## src/rtl/uart_pkg.sv

```systemverilog
// rtl/uart_pkg.sv - shared UART state set and constants; PARITY state exists only with UART_RX_PARITY_EN
package uart_pkg;

    localparam int DEFAULT_CLKS_PER_BIT = 868;
    localparam int DATA_BITS            = 8;

`ifdef UART_RX_PARITY_EN
    typedef enum logic [2:0] {IDLE, START, DATA, PARITY, STOP} uart_state_e;
`else
    typedef enum logic [1:0] {IDLE, START, DATA, STOP} uart_state_e;
`endif

    // Even parity: data bits plus parity bit must hold an even number of ones.
    function automatic logic parity_mismatch(input logic [DATA_BITS-1:0] d, input logic p);
        return ^{d, p};
    endfunction

endpackage

```

## src/rtl/sync_ff.sv

```systemverilog
// rtl/sync_ff.sv - single-bit multi-flop synchronizer, resets to the idle-high line level
module sync_ff #(
    parameter int DEPTH = 2
) (
    input  logic clk,
    input  logic reset,
    input  logic d,
    output logic q
);

    logic [DEPTH-1:0] chain;

    always_ff @(posedge clk) begin
        if (reset) begin
            chain <= '1;
        end else begin
            chain <= {chain[DEPTH-2:0], d};
        end
    end

    assign q = chain[DEPTH-1];

endmodule

```

## src/rtl/uart_rx.sv

```systemverilog
// rtl/uart_rx.sv - 8N1 UART receiver with single-entry output register and sticky error flags
// Optional macro UART_RX_PARITY_EN adds an even-parity bit, PARITY state and parity_error output.
module uart_rx
    import uart_pkg::*;
#(
    parameter int CLKS_PER_BIT = DEFAULT_CLKS_PER_BIT,
    parameter int SYNC_STAGES  = 2
) (
    input  logic                 clk,
    input  logic                 reset,
    input  logic                 RsRx,
    input  logic                 rd_ack,
    output logic [DATA_BITS-1:0] data,
    output logic                 data_ready,
    output logic                 frame_error,
    output logic                 overrun,
`ifdef UART_RX_PARITY_EN
    output logic                 parity_error,
`endif
    output logic                 busy
);

    localparam int TW  = $clog2(CLKS_PER_BIT);
    localparam int BCW = $clog2(DATA_BITS);
    localparam logic [TW-1:0]  HALF_M1  = TW'(CLKS_PER_BIT / 2 - 1);
    localparam logic [TW-1:0]  FULL_M1  = TW'(CLKS_PER_BIT - 1);
    localparam logic [BCW-1:0] LAST_BIT = BCW'(DATA_BITS - 1);

    uart_state_e          state;
    logic [TW-1:0]        timer;
    logic [BCW-1:0]       bit_cnt;
    logic [DATA_BITS-1:0] shift;
    logic                 rx;
    logic                 frame_done;
    logic                 stop_ok;
    logic                 commit;
`ifdef UART_RX_PARITY_EN
    logic                 par_bad;
`endif

    sync_ff #(.DEPTH(SYNC_STAGES)) u_sync (
        .clk   (clk),
        .reset (reset),
        .d     (RsRx),
        .q     (rx)
    );

    // frame_done/stop_ok carry the stop-bit verdict one cycle forward to the output register.
    always_ff @(posedge clk) begin
        if (reset) begin
            state      <= IDLE;
            timer      <= '0;
            bit_cnt    <= '0;
            shift      <= '0;
            busy       <= 1'b0;
            frame_done <= 1'b0;
            stop_ok    <= 1'b0;
`ifdef UART_RX_PARITY_EN
            par_bad    <= 1'b0;
`endif
        end else begin
            frame_done <= 1'b0;
            case (state)
                IDLE: begin
                    if (!rx) begin
                        state <= START;
                        timer <= '0;
                        busy  <= 1'b1;
                    end
                end
                START: begin
                    if (timer == HALF_M1) begin
                        timer <= '0;
                        if (rx) begin
                            state <= IDLE;
                            busy  <= 1'b0;
                        end else begin
                            state <= DATA;
                        end
                    end else begin
                        timer <= timer + 1'b1;
                    end
                end
                DATA: begin
                    if (timer == FULL_M1) begin
                        timer   <= '0;
                        shift   <= {rx, shift[DATA_BITS-1:1]};
                        bit_cnt <= bit_cnt + 1'b1;
                        if (bit_cnt == LAST_BIT) begin
`ifdef UART_RX_PARITY_EN
                            state <= PARITY;
`else
                            state <= STOP;
`endif
                        end
                    end else begin
                        timer <= timer + 1'b1;
                    end
                end
`ifdef UART_RX_PARITY_EN
                PARITY: begin
                    if (timer == FULL_M1) begin
                        timer   <= '0;
                        par_bad <= parity_mismatch(shift, rx);
                        state   <= STOP;
                    end else begin
                        timer <= timer + 1'b1;
                    end
                end
`endif
                STOP: begin
                    if (timer == FULL_M1) begin
                        timer      <= '0;
                        state      <= IDLE;
                        busy       <= 1'b0;
                        frame_done <= 1'b1;
                        stop_ok    <= rx;
                    end else begin
                        timer <= timer + 1'b1;
                    end
                end
                default: begin
                    state <= IDLE;
                    busy  <= 1'b0;
                end
            endcase
        end
    end

    assign commit = frame_done && stop_ok;

    // A commit beats a simultaneous rd_ack; setting a flag beats clearing it.
    always_ff @(posedge clk) begin
        if (reset) begin
            data         <= '0;
            data_ready   <= 1'b0;
            frame_error  <= 1'b0;
            overrun      <= 1'b0;
`ifdef UART_RX_PARITY_EN
            parity_error <= 1'b0;
`endif
        end else begin
            if (rd_ack && !commit) begin
                data_ready   <= 1'b0;
                frame_error  <= 1'b0;
                overrun      <= 1'b0;
`ifdef UART_RX_PARITY_EN
                parity_error <= 1'b0;
`endif
            end
            if (commit) begin
                data       <= shift;
                data_ready <= 1'b1;
                if (data_ready && !rd_ack) begin
                    overrun <= 1'b1;
                end
            end
            if (frame_done && !stop_ok) begin
                frame_error <= 1'b1;
            end
`ifdef UART_RX_PARITY_EN
            if (frame_done && par_bad) begin
                parity_error <= 1'b1;
            end
`endif
        end
    end

endmodule

```

## config.mk

```make
export PLATFORM = sky130hd
export DESIGN_NAME = uart_rx
export DESIGN_NICKNAME = d
export VERILOG_FILES = /design/src/rtl/uart_pkg.sv /design/src/rtl/sync_ff.sv /design/src/rtl/uart_rx.sv
export SDC_FILE = /design/constraint.sdc
export NUM_CORES = 1
export LEC_CHECK = 0
export ABC_AREA = 1
export CAP_MARGIN = 20
export CORE_ASPECT_RATIO = 0.75
export CORE_MARGIN = 4
export CORE_UTILIZATION = 56
export CTS_CLUSTER_DIAMETER = 100
export DETAILED_ROUTE_END_ITERATION = 8
export PLACE_DENSITY = 0.78
export SYNTH_ARGS = -nofsm -noshare
export SYNTH_HDL_FRONTEND = slang
export SYNTH_SLANG_ARGS = --single-unit
```

## constraint.sdc

```tcl
create_clock -name clk -period 2 [get_ports clk]
set_clock_uncertainty 0.05 [all_clocks]
set_input_delay 0.2 -clock clk [delete_from_list [all_inputs] [get_ports clk]]
set_output_delay 0.2 -clock clk [all_outputs]
set_load 0.1 [all_outputs]
```

==> reports/results.tsv <==
metric	value	unit
first-pass detailed-route iteration total	4	
top post-synthesis cells by area	dfxtp_1 45%, nand2_1 9.3%, a21oi_1 7.8%, nor2_1 6.7%, o21ai_0 6.1%	
fillcell total	263	
setup repair bufs after CTS	0	
synthesized flop and latch total	39	
# setup viols final	0	
vias per cell	5.00	
CTS Buffer Depth	2	
Area growth, synth to finish	13.0	%
Clock Latency Late Sink	0.28	ns
fin. max-slew vios	0	
final WL	3150	um
RSZ-0062 raised after global routing	no	
core area	2960	um2
CP Class	flip-flop to flip-flop	
synthesized area	1740	um2
Hold Buf Count CTS	0	
Post-DRT Antenna Nets	0	
Clock Tree Root	clkbuf_8	
Max Freq	605	MHz
Tot Pwr	0.00177	W
number of core rows	17	
maximum vdd drop	576	uV
post-synth top area share	45.0	%
status	completed	
RePlAce Congestion	0.881	
Worst Path Required	2.14	ns
Vias	1469	
global-route wire length before repair	5670	um
Slew HR	64.7	%
post-CTS sizing	0	
most frequent cells after synthesis	43 x nand2_1, 39 x dfxtp_1, 31 x nor2_1	
Mapped Nets	246	
chip height	56.2	um
worst-path fanout max	5	
final hold violation count	0	
Clock Sinks	39	
DR WL/cell	10.7	um
hpwl dp	2290	um
vias in the first global route	1282	
initial antenna violation count	0	
final worst path period need	1.65	ns
Pwr per Cell Area	902	nW/um2
period utilization	82.6	%
Starting Density	58.7	%
H-tree level count	2	
slowest CP cell	dfxtp_1	
Post-synth EDFFs	0	
register area share after synthesis	45.0	%
Avg Cell Area, Syn	7.29	um2
Pleak	0.862	nW
CP peak stage delay	0.40	ns
warnings from Yosys	0	
CTS buffer count	5	
Synth Instances	238	
Setup crit end kind	flip-flop	
Top FF cell, synth	dfxtp_1	
drt initial violations	106	
die width	72.3	um
share of cells above drive strength 1	15.2	%
most used cell, CP	nand2_1	
Antenna diodes	0	
clk slew on worst S/H paths	0.07	ns
setup TNS	0	ns
CP cell instances	ha_1 > nand3_1 > nor2_2 > nand2_4 > nand2_1 > nand2_1 > nor2_1 > nand3_1 > nand2_1 > nor2_1	
arrival time worst endpoint	1.79	ns
Ports	16	
ys async rst share	0	%
final global-route overflow total	0	
WHS	0.366	ns
Worst setup SP type	flip-flop	
final net count	263	
GRT Overall Usage	17.5	%
Yosys cell types	25	
top-count cell post-synth	nand2_1	
port bufs	15	
area leader, netlist	dfxtp_1	
# Max-Cap Violations	0	
die area	4060	um2
CTS tree	done	
Worst Hold Class	flip-flop to flip-flop	
largest net degree at the start of global routing	21	
Least-Margin Pin Slew	0.529	ns
Remaining DRCs	0	
## state kept, by name (all words and copies together), names as in the netlist, named ones only
name / count
timer: 10
data: 8
shift: 8
bit_cnt: 3
u_sync.chain: 2
busy: 1
data_ready: 1
frame_done: 1
frame_error: 1
overrun: 1
state: 1
stop_ok: 1
## path summary, 6_finish.rpt
path	from	end	slack [ns]	depth (start not counted)
max	timer[0]	flip-flop	0.35	10
min	u_sync.chain[0]	u_sync.chain[1]	0.37	1
max reg2reg	timer[0]	flip-flop	0.35	10
min reg2reg	u_sync.chain[0]	u_sync.chain[1]	0.37	1
## report_power, final
group | switching (W) | internal (W) | total (W)
combinational | 0.000287 | 0.000129 | 0.000416
sequential | 0.0000451 | 0.000812 | 0.000857
clock | 0.000258 | 0.000238 | 0.000496
## metal layers
| metal | GRT usage (%) | vias to the layer above | wire [um] |
|---|---|---|---|
| li1 | - | 799 | - |
| met1 | 25.8 | 633 | 1730 |
| met2 | 24.1 | 33 | 1190 |
| met3 | 4.87 | 4 | 195 |
| met4 | 5.63 | 0 | 24 |
| met5 | 0 | - | 0 |
## stage by stage
stage	util (%)	std cells	setup WS (ns)	cell area (um2)
2_1_floorplan	-	238	0.534	1740
3_3_place_gp	63.5	286	0.441	1880
3_5_place_dp	63.5	286	0.376	1880
4_1_cts	66.4	294	0.363	1960
5_1_grt	66.4	294	0.204	1960
6_report	66.4	294	0.347	1960
## critical path: cells and delay by family (launching register included)
kind	cells	cell delay [ns]
AND/OR/NAND/NOR	9	0.86
flip-flops	1	0.40
adder cells (fa/ha/maj)	1	0.25
## layout by cell type (no fill, tap or decap), types with 4 or more instances in the layout
cell,n
ha_1,4
o21ai_0,21
a21oi_1,27
nand2_1,43
inv_1,24
dfxtp_1,39
inv_2,4
nand3_1,17
clkbuf_8,5
nor2_1,31
buf_4,13
## kinds of logic after synthesis
family                   synth area share, %
AO/OA/AOI/OAI                           15.6
adder cells (fa/ha/maj)                 2.88
AND/OR/NAND/NOR                         27.8
XOR/XNOR                               0.505
flip-flops                              45.0
buffers and inverters                   8.29
## layout make-up
class | count | area (um2) | area share (%)
Multi-Input combinational cell | 164 | 811 | 41.3
Sequential cell | 39 | 781 | 39.8
Timing Repair Buffer | 16 | 128 | 6.51
Inverter | 29 | 111 | 5.68
Clock buffer | 5 | 68.8 | 3.51
Tap cell | 38 | 47.5 | 2.42
Clock inverter | 3 | 15.0 | 0.765
Note: power is estimated with default switching activity, not from simulation.
